`src/rtl/ibex_cap_pkg.sv`:
```
// Shared types for the capability-aware instruction fetch path:
// outstanding-request entries, fetch FSM states and next-word arithmetic.
package ibex_cap_pkg;

    localparam int unsigned CAP_W    = 93;
    localparam int unsigned ADDR_MSB = 31;

    typedef struct packed {
        logic [CAP_W-1:0] cap;
        logic             discard;
    } outst_entry_t;

    typedef enum logic {
        IDLE = 1'b0,
        REQ  = 1'b1
    } fetch_state_e;

    // Next word address: drop the halfword offset, step one word, wrap at 2^32.
    function automatic logic [ADDR_MSB:0] next_word_addr(input logic [ADDR_MSB:0] addr);
        return {addr[ADDR_MSB:2], 2'b00} + 32'd4;
    endfunction

endpackage

```
`src/rtl/ibex_fetch_outst_queue.sv`:
```
// In-order queue of granted-but-unanswered fetch requests. Each entry keeps
// the full capability PC and a discard flag that branch flushes can set.
module ibex_fetch_outst_queue
    import ibex_cap_pkg::*;
#(
    parameter  int unsigned MAX_OUTST = 2,
    localparam int unsigned CNT_W     = $clog2(MAX_OUTST + 1)
) (
    input  logic             clk_i,
    input  logic             rst_ni,
    input  logic             push_i,
    input  outst_entry_t     push_entry_i,
    input  logic             pop_i,
    input  logic             discard_all_i,
    output logic [CNT_W-1:0] count_o,
    output outst_entry_t     head_o
);

    outst_entry_t [MAX_OUTST-1:0] entries_q, entries_d;
    logic         [CNT_W-1:0]     count_q, count_d;
    logic                         pop_en;

    assign pop_en = pop_i && (count_q != '0);

    // Pop shifts toward the head before the push lands, so a simultaneous
    // pop and push writes the new entry into the slot just vacated.
    always_comb begin
        entries_d = entries_q;
        count_d   = count_q;
        if (pop_en) begin
            for (int i = 0; i < int'(MAX_OUTST) - 1; i++) begin
                entries_d[i] = entries_q[i+1];
            end
            entries_d[MAX_OUTST-1] = '0;
            count_d = count_d - CNT_W'(1);
        end
        if (push_i) begin
            for (int i = 0; i < int'(MAX_OUTST); i++) begin
                if (CNT_W'(i) == count_d) begin
                    entries_d[i] = push_entry_i;
                end
            end
            count_d = count_d + CNT_W'(1);
        end
        if (discard_all_i) begin
            for (int i = 0; i < int'(MAX_OUTST); i++) begin
                entries_d[i].discard = 1'b1;
            end
        end
    end

    always_ff @(posedge clk_i or negedge rst_ni) begin
        if (!rst_ni) begin
            entries_q <= '0;
            count_q   <= '0;
        end else begin
            entries_q <= entries_d;
            count_q   <= count_d;
        end
    end

    assign count_o = count_q;
    assign head_o  = entries_q[0];

endmodule

```
`src/rtl/ibex_fetch_req_ctrl.sv`:
```
// Instruction-side request controller: issues word-aligned fetches, tracks
// in-flight capability PCs and pushes returned words into the fetch FIFO.
module ibex_fetch_req_ctrl
    import ibex_cap_pkg::*;
#(
    parameter int unsigned MAX_OUTST = 2
) (
    input  logic             clk_i,
    input  logic             rst_ni,
    input  logic             req_i,
    input  logic             branch_i,
    input  logic [CAP_W-1:0] branch_cap_i,
    output logic             busy_o,
    output logic             instr_req_o,
    input  logic             instr_gnt_i,
    output logic [31:0]      instr_addr_o,
    input  logic             instr_rvalid_i,
    input  logic [31:0]      instr_rdata_i,
    output logic             fifo_clear_o,
    output logic             fifo_valid_o,
    input  logic             fifo_ready_i,
    output logic [CAP_W-1:0] fifo_addr_o,
    output logic [31:0]      fifo_rdata_o
);

    localparam int unsigned CNT_W = $clog2(MAX_OUTST + 1);

    // Handshakes: instr_req_o is held with a stable address until instr_gnt_i;
    // responses return in grant order, one per instr_rvalid_i. The FIFO push
    // (fifo_valid_o) is not back-pressured: fifo_ready_i only gates new
    // requests, so every in-flight word already has a slot reserved.

    fetch_state_e     state_q, state_d;
    logic [CAP_W-1:0] fetch_cap_q, fetch_cap_d;
    logic [CAP_W-1:0] req_cap_q, req_cap_d;
    logic             stale_q, stale_d;
    logic             booted_q;

    logic [CNT_W-1:0] count_q, cnt_after;
    outst_entry_t     head, push_entry;
    logic             gnt_fire, rsp_pop, issue_ok, load_req;

    assign gnt_fire = (state_q == REQ) && instr_gnt_i;
    assign rsp_pop  = instr_rvalid_i && (count_q != '0);

    // Occupancy after this cycle's grant and response, so a back-to-back
    // request never pushes the queue past MAX_OUTST.
    assign cnt_after = count_q + CNT_W'(gnt_fire) - CNT_W'(rsp_pop);
    assign issue_ok  = booted_q && req_i && !branch_i && fifo_ready_i
                       && (cnt_after < CNT_W'(MAX_OUTST));
    assign load_req  = issue_ok && ((state_q == IDLE) || gnt_fire);

    assign push_entry = '{cap: req_cap_q, discard: stale_q | branch_i};

    ibex_fetch_outst_queue #(
        .MAX_OUTST (MAX_OUTST)
    ) u_outst_queue (
        .clk_i         (clk_i),
        .rst_ni        (rst_ni),
        .push_i        (gnt_fire),
        .push_entry_i  (push_entry),
        .pop_i         (rsp_pop),
        .discard_all_i (branch_i),
        .count_o       (count_q),
        .head_o        (head)
    );

    // A stale grant must not advance the PC: fetch_cap_q already holds the target.
    always_comb begin
        fetch_cap_d = fetch_cap_q;
        if (branch_i) begin
            fetch_cap_d = branch_cap_i;
        end else if (gnt_fire && !stale_q) begin
            fetch_cap_d = {fetch_cap_q[CAP_W-1:ADDR_MSB+1],
                           next_word_addr(fetch_cap_q[ADDR_MSB:0])};
        end
    end

    always_comb begin
        state_d   = state_q;
        req_cap_d = req_cap_q;
        stale_d   = stale_q;
        case (state_q)
            IDLE: if (load_req) state_d = REQ;
            REQ:  if (gnt_fire) state_d = load_req ? REQ : IDLE;
            default: state_d = IDLE;
        endcase
        if (load_req) begin
            req_cap_d = fetch_cap_d;
        end
        if (gnt_fire) begin
            stale_d = 1'b0;
        end else if (branch_i && (state_q == REQ)) begin
            stale_d = 1'b1;
        end
    end

    always_ff @(posedge clk_i or negedge rst_ni) begin
        if (!rst_ni) begin
            state_q     <= IDLE;
            fetch_cap_q <= '0;
            req_cap_q   <= '0;
            stale_q     <= 1'b0;
            booted_q    <= 1'b0;
        end else begin
            state_q     <= state_d;
            fetch_cap_q <= fetch_cap_d;
            req_cap_q   <= req_cap_d;
            stale_q     <= stale_d;
            booted_q    <= booted_q | branch_i;
        end
    end

    assign instr_req_o  = (state_q == REQ);
    assign instr_addr_o = {req_cap_q[ADDR_MSB:2], 2'b00};
    assign busy_o       = (state_q == REQ) || (count_q != '0);

    assign fifo_clear_o = branch_i;
    assign fifo_valid_o = rsp_pop && !head.discard && !branch_i;
    assign fifo_addr_o  = head.cap;
    assign fifo_rdata_o = instr_rdata_i;

    a_rvalid_needs_outstanding: assert property (
        @(posedge clk_i) disable iff (!rst_ni) instr_rvalid_i |-> (count_q != '0)
    );

endmodule
```
`config.mk`:
```
export PLATFORM = sky130hd
export DESIGN_NAME = ibex_fetch_req_ctrl
export DESIGN_NICKNAME = d
export VERILOG_FILES = /design/src/rtl/ibex_cap_pkg.sv /design/src/rtl/ibex_fetch_outst_queue.sv /design/src/rtl/ibex_fetch_req_ctrl.sv
export SDC_FILE = /design/constraint.sdc
export NUM_CORES = 1
export LEC_CHECK = 0
export BUFFER_PORTS_ARGS = -buffer_cell sky130_fd_sc_hd__buf_4
export CAP_MARGIN = 20
export CORE_AREA = 2 2 198 200
export CTS_CLUSTER_SIZE = 8
export DETAILED_ROUTE_END_ITERATION = 7
export DIE_AREA = 0 0 200 202
export PLACE_DENSITY = 0.72
export REMOVE_ABC_BUFFERS = 1
export SETUP_SLACK_MARGIN = 0.1
export SYNTH_ARGS = -nofsm -noshare
export SYNTH_HDL_FRONTEND = slang
export SYNTH_SLANG_ARGS = --single-unit
export TNS_END_PERCENT = 20
```
`constraint.sdc`:
```
create_clock -name clk_i -period 3.5 [get_ports clk_i]
set_clock_uncertainty 0.1 [all_clocks]
set_input_delay 0.7 -clock clk_i [delete_from_list [all_inputs] [get_ports clk_i]]
set_output_delay 0.7 -clock clk_i [all_outputs]
set_load 0.02 [all_outputs]
```
# Word-level counts from Yosys, hierarchy flattened
# Cells that the tools add are included.
[classes] n_mux=15 bitwise_logic=3 order_cmp=1 n_eq_ne=1 addsub=5 reduce_logical=20
[op_table] op="188-bit two-way mux" n=2
[op_table] op="94-bit two-way mux" n=2
[op_table] op="93-bit two-way mux" n=1
[op_table] op="32-bit by 3-bit adder with 32-bit output, second input constant" n=1
[op_table] op="32-bit two-way mux" n=1
[op_table] op="1-bit logical AND" n=12
[op_table] op="1-bit two-way mux" n=6
[op_table] op="2-bit two-way mux" n=2
[op_table] op="2-bit nonzero test" n=2
[op_table] op="1-bit zero test" n=3
[op_table] op="2-bit by 1-bit adder with 2-bit output" n=1
[op_table] op="2-bit by 1-bit adder with 2-bit output, second input constant" n=1
[op_table] op="1-bit by 2-bit == test with 1-bit output, first input constant" n=1
[op_table] op="2-bit zero test" n=1
[op_table] op="1-bit logical OR" n=2
[op_table] op="2-bit < comparator, second input constant" n=1
[op_table] op="1-bit bitwise OR" n=2
[op_table] op="1-bit case mux with 2 select lines" n=1
[op_table] op="2-bit by 1-bit subtractor with 2-bit output" n=1
[op_table] op="2-bit by 1-bit subtractor with 2-bit output, second input constant" n=1
[op_table] op="1-bit inverter" n=1
[word_totals] wordCells=55 reg_bits=379

# Depth between registers and ports, before layout
# Gate-level depths: netlist of run 1.
[depth] ltp_word=9 mapped_depth=15

# Modules after synthesis
# A second synthesis of run 1 with hierarchy kept.
[hier_totals] cells_unflattened=1426 hier_area_um2=17583.1
[modules_own_cells] mod="ibex_fetch_outst_queue" n_inst=1 area_per_inst_um2=9081.2 cells_per_inst=824
[modules_own_cells] mod="ibex_fetch_req_ctrl" n_inst=1 area_per_inst_um2=8501.9 cells_per_inst=602

# Worst setup path after synthesis of run 1
# OpenSTA, ideal clock, no wires.
[synth_path] path_kind="input to register" start="input instr_rvalid_i" end="register u_outst_queue.entries_q, in the netlist u_outst_queue.head_o[84]" arrival_time_ns=2.853 cell_stages=13 required_time_ns=3.317 n_path_buf=6 setup_slack_ns=0.464 path_cell_list="nand2b_1 buf_2 clkbuf_1 nor2_1 a21oi_1 ha_1 and3_1 buf_1 clkbuf_1 clkbuf_1 buf_1 nand2_1 o21ai_0"
[synth_rtl] element="start: declaration" line_no="ibex_fetch_req_ctrl.sv:17" text="input logic instr_rvalid_i,"
[synth_rtl] element="end signal: assignment" line_no="ibex_fetch_outst_queue.sv:57" text="entries_q <= entries_d;"
[synth_rtl] element="end: declaration" line_no="ibex_fetch_outst_queue.sv:19" text="outst_entry_t [MAX_OUTST-1:0] entries_q, entries_d;"

# Worst setup path in the final report of run 1
[layout_path] start="register u_outst_queue.count_q[0], in the netlist u_outst_queue.count_o[0]" end="output fifo_valid_o"
[layout_via] elab_chain_cells=4
[layout_lines] element="start: declaration" line_no="ibex_fetch_outst_queue.sv:20" text="logic [CNT_W-1:0] count_q, count_d;"
[layout_lines] element="start signal: assignment" line_no="ibex_fetch_outst_queue.sv:58" text="count_q <= count_d;"
[layout_lines] element="2-bit nonzero test" line_no="ibex_fetch_req_ctrl.sv:44" text="assign rsp_pop = instr_rvalid_i && (count_q != '0);"
[layout_lines] element="1-bit logical AND" line_no="ibex_fetch_req_ctrl.sv:44"
[layout_lines] element="1-bit logical AND (2 in series)" line_no="ibex_fetch_req_ctrl.sv:119" text="assign fifo_valid_o = rsp_pop && !head.discard && !branch_i;"
[layout_lines] element="end: declaration" line_no="ibex_fetch_req_ctrl.sv:20" text="output logic fifo_valid_o,"
# No other way between the ends.

==> results.md, run 1 <==
* Status: completed
* Post-CTS Hold Fix Bufs at 0
* Die Ht at 202 um
* Die area at 40400 um^2
* Slew headroom at 0.330
* Fin crit period at 3.24 ns
* PwrDens at 770 nW/um^2
* CTS buffer count at 53
* Nets at 1762
* Lkg Pwr at 9.50 nW
* Dpl hpwl at 25300 um
* Largest net degree at the start of global routing at 109
* Sequential share of power at 0.428
* CTS clk-pin slew, worst paths at 0.05 ns
* R2R depth at 10
* Clk buf depth at 3
* Post-Synth Adder-Cell Area at 0.00367
* Tightest Pin Transition at 1.00 ns
* Syn-to-layout area delta at 15.3%
* Largest cells by area after synthesis: dfrtp_1, mux2_2, buf_4, nand2_1, mux2i_1
* Die width at 200 um
* Complex-gate fraction of the synthesized area at 0.0602
* Clk sink count at 379
* Final Instance Area at 19700 um^2
* Post-CTS setup buffer count at 0
* Clock Power Share at 0.300
* Grt ovf at 0
* Register area share after synthesis at 0.556
* Worst setup EP type: output port
* Worst-Skew Late Latency at 0.58 ns
* FILL cells at 3359
* VDD IR-drop max at 468 uV
* Max H-tree Level at 2
* Psw at 0.00492 W
* Largest family of logic cells by synthesized area: multiplexers
* Synth Area in XOR/XNOR at 0.00616
* Routed Antenna Nets at 0
* Remaining DRCs at 0
* Startpoint types: flop
* Final setup fails at 0
* Synthesized-area fraction occupied by and/or/nand/nor cells at 0.128
* Total power draw at 0.0152 W
* Global Route Usage Sum at 0.201
* CTS resizes at 0
* Initial DRC count at 741
* Initial core utilization at 0.446
* Multiplexer area fraction after synthesis at 0.152
* WL/cell at 18.6 um
* Via-per-instance ratio at 5.30
* Vias in the first global route at 11500
* 1st-pass router iterations at 5
* Layout cell share with drive strength beyond 1 at 0.289
* I/O Buffers at 226
* Achievable frequency at 309 MHz
* Vias at 11400
* Post-synth top area cell: dfrtp_1
* Final WS setup at 0.263 ns
* Pins Over Slew Limit at 0
* Setup TNS Final at 0 ns
* Worst Hold Class: in -> async
* RSZ-0062 raised after global routing: false
* Final Hold Fails at 0
* Synth Warn # at 0
* Top_reg_cell synth: dfrtp_1
* Logic gate share of total power at 0.271
* Crit path required time at 2.70 ns
* Unique masters post-synth at 50
* DP Area at 18300 um^2
* Placer Congestion at 0.752
* Mapped Cells at 1571
* Ant. Diodes at 0
* Worst slack, placed at 0.238 ns
* Initial antenna violation count at 1
* Synthesized area at 17100 um^2
* Post-synth EDFFs at 0
* Fin crit share at 0.925
* Core ar. at 38300 um^2
* Clk root buf: clkbuf_16
* Worst Path Class, Setup: reg -> out
* Synth top area share at 0.556
* I/O pin count at 293
* Sw Share at 0.325
* CTS tree: built
* Final WL at 39800 um
* First-pass GRT wire length at 63800 um
* Power Internal at 0.0102 W
* Asr flop ratio synth at 1.00
* Yosys reg bits at 379
* Crit Path Max Fanout at 53
* Mapped Avg Cell Area at 10.9 um^2
* Arrival time worst endpoint at 2.44 ns
* Row count at 72
* Max_cap viols at 0
[synthesized netlist by cell type (12+ instances only)]
cell type	instances
or4_1	12
buf_4	159
a21oi_1	20
clkbuf_1	61
mux2_2	144
buf_1	23
dfrtp_1	379
mux2i_1	97
o31ai_1	12
nor2_1	19
a31oi_1	28
nand2_1	303
o21ai_0	108
nand3_1	110
[kinds of logic (layout without fill, tap and decap cells)]
logic type      after synthesis  count (layout)
simple gates                488             488
flops                       379             379
buf+inv                     263             319
mux                         241             241
compound gates              182             182
xor+xnor                     12              12
fa+ha+maj                     5               5
other cells                   1               2
[through the flow]
step / util / hold WS [ns] / std cells
after floorplan: - / 0.304 / 1318
after global routing: 0.514 / 0.0352 / 2146
final: 0.514 / 0.000283 / 2146
after global placement: 0.477 / 0.368 / 2088
after detailed placement: 0.477 / 0.376 / 2088
after CTS: 0.514 / 0.0197 / 2146
[worst max-delay path, stage by stage (launching register included)]
cell and delay (ns):
dfrtp_1 0.39, inv_1 0.08, ha_1 0.18, nand2b_4 0.20, buf_4 0.62, nor3_1 0.14
buf_4 0.21
[final timing paths]
check,slack (ns),end,startpoint
worst max-delay path,0.26,fifo_valid_o,u_outst_queue.count_o[0]$_DFF_PN0_
worst min-delay path,0.0003,req_cap_q[47]$_DFFE_PN0P_,rst_ni
worst max register to register,0.31,req_cap_q[76]$_DFFE_PN0P_,u_outst_queue.count_o[0]$_DFF_PN0_
worst min register to register,0.39,u_outst_queue.entries_q[146]$_DFF_PN0_,req_cap_q[51]$_DFFE_PN0P_
max in group asynchronous,2.34,fetch_cap_q[44]$_DFF_PN0_,rst_ni
min in group clk_i,0.24,fetch_cap_q[6]$_DFF_PN0_,branch_cap_i[6]
[power groups by stage]
stage,registers [W],clock network [W],logic [W]
global route,0.00666,0.00487,0.00447
finish,0.00649,0.00455,0.00411
CTS,0.00650,0.00468,0.00416
detailed placement,0.00656,0,0.00414
global placement,0.00650,0,0.00404
floorplan,0.00693,0,0.00203
[area by class of cell]
class                           instances  area [um^2]  area share
Multi-Input combinational cell        930         6020       0.306
Tap cell                              518          648      0.0329
Timing Repair Buffer                  252         2070       0.105
Sequential cell                       379         9480       0.482
Clock inverter                          2         38.8     0.00197
Clock buffer                           56         1380      0.0701
Inverter                                9         33.8     0.00172
[metal layers]
layer  wire, um  global-route usage  vias up
met5         16              0.0111        -
met4        846              0.0563        2
met3       3490              0.0753       69
met2      18300               0.306      338
met1      17200               0.268     5664
li1           -                   -     5295
[registers in the layout, indices dropped and copies added, names as in the netlist]
register,flops
fetch_cap_q,93
u_outst_queue.entries_q,94
u_outst_queue.count_o,2
booted_q,1
u_outst_queue.head_o,94
instr_req_o,1
req_cap_q,93
stale_q,1
[cell usage in the layout (no fill, tap or decap), types with 20 or more instances in the layout]
cell and count:
nand2_1 303, clkbuf_16 55, a31oi_1 28, o21ai_0 108, nand3_1 109, mux2i_1 96
mux2_2 144, buf_4 237, a21oi_1 20, dfrtp_1 379
No activity file was read; power rests on OpenSTA's default activity.
==> run 2: changes to the inputs <==
--- a/config.mk
+++ b/config.mk
@@ -11,7 +11,7 @@
 export CTS_CLUSTER_SIZE = 8
 export DETAILED_ROUTE_END_ITERATION = 7
 export DIE_AREA = 0 0 200 202
-export PLACE_DENSITY = 0.72
+export PLACE_DENSITY = 0.66
 export REMOVE_ABC_BUFFERS = 1
 export SETUP_SLACK_MARGIN = 0.1
 export SYNTH_ARGS = -nofsm -noshare
==> run 2 against run 1 <==
Utilization decreased by 0.22 points. Critical path type unchanged. Sequential share of layout area increased by 0.21 points. Combinational power about the same. Maximum frequency increased by 5.2%. Final cell count about the same. Total power decreased by 1.0%. Largest power group unchanged. Design area decreased by 0.43%. Global-route usage about the same. Highest routed layer unchanged. Wire length about the same. Sequential power about the same. Register-to-register slack improved by 0.15 ns.
==> results.md, run 2 (synthesized netlist as in run 1, its figures left out) <==
* CTS clk-pin slew, worst paths at 0.05 ns (about the same)
* Detailed-routing wirelength on met1 at 17800 um (+3.6%)
* Met3 WL at 3420 um (-2.1%)
* Most frequent cells in the layout: dfrtp_1, nand2_1, buf_4
* WHS at 0.0154 ns (+0.0151 ns)
* Dpl hpwl at 25200 um (about the same)
* Register area at 9480 um^2 (unchanged)
* Routed Antenna Nets at 0 (unchanged)
* Pins Over Slew Limit at 0 (unchanged)
* Final WL at 39800 um (about the same)
* Psw at 0.00493 W (+0.15%)
* R2R depth at 10 (unchanged)
* Worst setup EP type: output port
* Post-CTS setup buffer count at 0 (unchanged)
* Power Internal at 0.0101 W (-1.6%)
* Sequential share of power at 0.431 (+0.003)
* Crit-path most repeated cell: buf_4
* Die Ht at 202 um (unchanged)
* Die width at 200 um (unchanged)
* Tightest Pin Transition at 0.912 ns (-0.0929 ns)
* Crit-path cells: inv_1 -> ha_1 -> nand2b_4 -> buf_4 -> nor3_1 -> buf_4
* Largest net degree at the start of global routing at 86 (-21%)
* Fin util at 0.512 (-0.00222)
* Crit-path max cell delay at 0.62 ns (about the same)
* Sw Share at 0.328 (+0.00381)
* Final Hold Fails at 0 (unchanged)
* Initial DRC count at 605 (-18%)
* Clk buf depth at 3 (unchanged)
* DR WL met2 at 17900 um (-2.1%)
* 1st-pass router iterations at 5 (unchanged)
* CTS resizes at 0 (unchanged)
* R2R Setup Slk at 0.46 ns (+0.15 ns)
* Fin crit share at 0.879 (-0.0456)
* Slew headroom at 0.392 (+0.0619)
* Final setup fails at 0 (unchanged)
* Worst-Skew Late Latency at 0.59 ns (about the same)
* Lkg Pwr at 9.46 nW (-0.43%)
* CTS tree: built
* Remaining DRCs at 0 (unchanged)
* Vias at 11300 (-0.45%)
* Initial antenna violation count at 2 (+1)
* FF-to-FF End: req_cap_q[41]$_DFFE_PN0P_
* Nets at 1762 (unchanged)
* Clk root buf: clkbuf_16
* Max H-tree Level at 2 (unchanged)
* Layout cell share with drive strength beyond 1 at 0.289 (-0.000614)
* Global Route Usage Sum at 0.200 (-0.000477)
* Arrival time worst endpoint at 2.28 ns (-0.16 ns)
* Initial core utilization at 0.446 (unchanged)
* Dpl cells at 2088 (unchanged)
* Setup TNS Final at 0 ns (unchanged)
* Die area at 40400 um^2 (unchanged)
* Clk sink count at 379 (unchanged)
* First-pass GRT wire length at 63800 um (about the same)
* Max Used Layer: met5
* Fin crit period at 3.08 ns (-0.160 ns)
* Status: completed
* VDD IR-drop max at 424 uV (-9.4%)
* RSZ-0062 raised after global routing: false
* Worst Path Class, Setup: reg -> out
* Grt ovf at 0 (unchanged)
* Finished Layout Cells at 2147 (+0.047%)
* Multi-input logic area at 6020 um^2 (unchanged)
* I/O pin count at 293 (unchanged)
* Placer Congestion at 0.764 (+1.7%)
* Slowest cell on crit path: buf_4
* Crit path required time at 2.70 ns (about the same)
* I/O Buffers at 226 (unchanged)
* Max_cap viols at 0 (unchanged)
* Most common cell after layout, fill and taps aside: dfrtp_1
* Row count at 72 (unchanged)
* Post-CTS Hold Fix Bufs at 0 (unchanged)
* Core ar. at 38300 um^2 (unchanged)
* CTS buffer count at 53 (unchanged)
* Startpoint types: flop
* Achievable frequency at 325 MHz (+5.2%)
* Worst Hold Class: in -> async
* Clock Power Share at 0.295 (-0.005)
* Syn-to-layout area delta at 14.8%
* PwrDens at 765 nW/um^2 (-0.59%)
* Via-per-instance ratio at 5.27 (-0.49%)
* WL/cell at 18.5 um (-0.10%)
* Logic gate share of total power at 0.274 (+0.003)
* FILL cells at 3372 (+0.39%)
* Worst r2r src: u_outst_queue.count_o[0]$_DFF_PN0_
* Crit Path Max Fanout at 55 (+3.8%)
* Vias in the first global route at 11500 (-0.31%)
## run 2: cell types whose count changed in the layout (fill, tap and decap cells not counted), sizes merged
cell,before,now
bufinv,1,0
diode,0,1
clkbuf,56,55
clkinv,0,1
inv,10,11
## run 2: power groups by stage
stage               clock [W]  combinational (W)  sequential (W)
floorplan                   0            0.00203         0.00693
global placement            0            0.00406         0.00649
detailed placement          0            0.00414         0.00654
CTS                   0.00456            0.00416         0.00648
global route          0.00472            0.00447         0.00665
finish                0.00442            0.00411         0.00647
## run 2: final cells by class
class / instances / area share
well taps: 518 / 0.0331
inverters: 9 / 0.00172
diodes: 1 / 0.000128
flip-flops and latches: 379 / 0.484
multi-input cells: 930 / 0.307
clock buffers: 55 / 0.0681
clock inverters: 3 / 0.00115
repair buffers: 252 / 0.105
## run 2: through the flow
stage          worst slack, ns  instance area, um^2  power (W)
3_5_place_dp             0.352                18200     0.0107
3_3_place_gp             0.373                18200     0.0106
2_1_floorplan            -8.26                15500    0.00896
5_1_grt                  0.243                19600     0.0158
6_report                 0.423                19600     0.0150
4_1_cts                  0.334                19600     0.0152
## run 2: worst max-delay path, delay by kind of cell (launching register included)
kind / cells / cell delay, ns
flops: 1 / 0.38
fa+ha+maj: 1 / 0.17
buf+inv: 3 / 0.90
simple gates: 2 / 0.24
## run 2: how the worst max path moves through the flow
stage                                            start                   endpoint  slack, ns  cells past startpoint
global route        u_outst_queue.count_o[0]$_DFF_PN0_               fifo_valid_o       0.24                      6
finish              u_outst_queue.count_o[0]$_DFF_PN0_               fifo_valid_o       0.42                      6
detailed placement                      instr_rvalid_i  req_cap_q[72]$_DFFE_PN0P_       0.35                      9
floorplan           u_outst_queue.count_o[0]$_DFF_PN0_   req_cap_q[0]$_DFFE_PN0P_      -8.26                      9
global placement                        instr_rvalid_i  req_cap_q[87]$_DFFE_PN0P_       0.37                      9
CTS                 u_outst_queue.count_o[0]$_DFF_PN0_               fifo_valid_o       0.33                      6
## run 2: per-layer routing
layer | vias up | track usage
li1 | 5298 | -
met2 | 297 | 0.301
met5 | - | 0.0111
met3 | 52 | 0.0687
met4 | 4 | 0.0542
met1 | 5666 | 0.276
==> run 3: changes to the inputs <==
--- a/config.mk
+++ b/config.mk
@@ -11,6 +11,7 @@
 export CTS_CLUSTER_SIZE = 8
 export DETAILED_ROUTE_END_ITERATION = 7
 export DIE_AREA = 0 0 200 202
+export MAX_ROUTING_LAYER = met4
 export PLACE_DENSITY = 0.66
 export REMOVE_ABC_BUFFERS = 1
 export SETUP_SLACK_MARGIN = 0.1
==> run 3 against run 2 <==
Count of clock-buffer cells in the layout unchanged. Non-clock buffer count did not move. Die area did not move. Worst setup slack improved by 0.011 ns. Critical path depth unchanged. Maximum frequency grew 0.37%. Register-to-register slack about the same. Design area about the same. Combinational power barely moved. First-iteration DRC count up 1.7%. Global-route usage increased by 0.61 points. Critical path type unchanged. Largest cell class unchanged. Highest routed layer is now met4.
==> results.md, run 3 (synthesized netlist as in run 1, its figures left out) <==
* Initial DRC count at 615 (+1.7%)
* Crit path required time at 2.70 ns (about the same)
* Post-CTS Hold Fix Bufs at 0 (unchanged)
* Row count at 72 (unchanged)
* Met3 WL at 3440 um (+0.73%)
* Placer Congestion at 0.775 (+1.4%)
* Clk root buf: clkbuf_16
* Tightest Pin Transition at 0.925 ns (+0.0133 ns)
* PwrDens at 765 nW/um^2 (about the same)
* VDD IR-drop max at 425 uV (+0.26%)
* Slew headroom at 0.383 (-0.00888)
* Initial core utilization at 0.446 (unchanged)
* Most common cell after layout, fill and taps aside: dfrtp_1
* Initial antenna violation count at 2 (unchanged)
* Routed Antenna Nets at 0 (unchanged)
* Via-per-instance ratio at 5.29 (+0.44%)
* Final WL at 39900 um (+0.24%)
* Global Route Usage Sum at 0.206 (+0.00607)
* Core ar. at 38300 um^2 (unchanged)
* Post-CTS setup buffer count at 0 (unchanged)
* Die width at 200 um (unchanged)
* CTS clk-pin slew, worst paths at 0.05 ns (about the same)
* Pins Over Slew Limit at 0 (unchanged)
* CTS tree: built
* WL/cell at 18.6 um (+0.19%)
* Final setup fails at 0 (unchanged)
* Worst slack, placed at 0.352 ns (unchanged)
* Worst setup EP type: output port
* Vias in the first global route at 11500 (+0.044%)
* Fin util at 0.512 (about the same)
* Detailed-routing wirelength on met1 at 17900 um (+0.30%)
* Status: completed
* Grt ovf at 0 (unchanged)
* Crit Path Max Fanout at 55 (unchanged)
* Clk sink count at 379 (unchanged)
* Largest net degree at the start of global routing at 86 (unchanged)
* Startpoint types: flop
* DR WL met2 at 18000 um (+0.40%)
* I/O Buffers at 226 (unchanged)
* First-pass GRT wire length at 63800 um (about the same)
* CTS resizes at 0 (unchanged)
* 1st-pass router iterations at 5 (unchanged)
* Syn-to-layout area delta at 14.8% (about the same)
* Fin crit share at 0.876 (-0.00320)
* Arrival time worst endpoint at 2.27 ns (about the same)
* I/O pin count at 293 (unchanged)
* Max H-tree Level at 2 (unchanged)
* Layout cell share with drive strength beyond 1 at 0.289 (unchanged)
* Max Used Layer: met4
* Remaining DRCs at 0 (unchanged)
* CTS buffer count at 53 (unchanged)
* Final WS setup at 0.434 ns (+0.0112 ns)
* Clk buf depth at 3 (unchanged)
* WHS at 0.0160 ns (+0.000639 ns)
* Most frequent cells in the layout: dfrtp_1, nand2_1, buf_4
* Fin crit period at 3.07 ns (-0.0112 ns)
* Achievable frequency at 326 MHz (+0.37%)
* Nets at 1762 (unchanged)
* Die area at 40400 um^2 (unchanged)
* Dpl hpwl at 25200 um (unchanged)
* Worst Path Class, Setup: reg -> out
* Max_cap viols at 0 (unchanged)
* Die Ht at 202 um (unchanged)
* Vias at 11400 (+0.49%)
* Worst-Skew Late Latency at 0.59 ns (about the same)
* RSZ-0062 raised after global routing: false
* Worst Hold Class: in -> async
* Lkg Pwr at 9.46 nW (unchanged)
* Final Hold Fails at 0 (unchanged)
run 3: cell types whose count changed in the layout (fill, tap and decap cells not counted):
| cell | delta |
|---|---|
| diode_2 | +1 |
run 3: metrics by stage:
step	setup TNS (ns)	area [um^2]	total power (W)	instances
floorplan	-1958.54	15500	0.00896	1318
global placement	0	18200	0.0106	2088
detailed placement	0	18200	0.0107	2088
CTS	0	19600	0.0152	2146
global route	0	19600	0.0158	2148
finish	0	19600	0.0150	2148
run 3: where the power goes:
group	internal (W)	switching (W)
registers	0.00558	0.000896
logic	0.00185	0.00225
clock network	0.00264	0.00178
total	0.0101	0.00493
run 3: metal layers:
layer | GRT usage | up-vias
met5 | - | -
met2 | 0.301 | 342
met3 | 0.0681 | 47
met1 | 0.277 | 5683
met4 | 0.0537 | 0
li1 | - | 5300
run 3: path summary, 6_finish.rpt:
kind,from,to,slack (ns),cells after the start
max,u_outst_queue.count_o[0]$_DFF_PN0_,fifo_valid_o,0.43,6
min,rst_ni,u_outst_queue.entries_q[169]$_DFF_PN0_,0.02,1
max reg2reg,u_outst_queue.count_o[0]$_DFF_PN0_,req_cap_q[41]$_DFFE_PN0P_,0.46,10
min reg2reg,req_cap_q[92]$_DFFE_PN0P_,u_outst_queue.entries_q[187]$_DFF_PN0_,0.38,2
max in group asynchronous,rst_ni,u_outst_queue.entries_q[149]$_DFF_PN0_,2.36,2
min in group clk_i,branch_cap_i[6],fetch_cap_q[6]$_DFF_PN0_,0.24,2
run 3: final cells by class:
type	count	area (um^2)
fill	3375	18700
sequential	379	9480
multi-input combinational	930	6020
clock buffer	55	1330
antenna	2	5.00
inverter	9	33.8
tap	518	648
clock inverter	3	22.5
timing repair buffer	252	2050
run 3: critical path: stages (launching register included):
cell and delay, ns:
dfrtp_1 0.38, inv_1 0.09, ha_1 0.17, nand2b_4 0.15, buf_4 0.61, nor3_1 0.09
buf_4 0.19
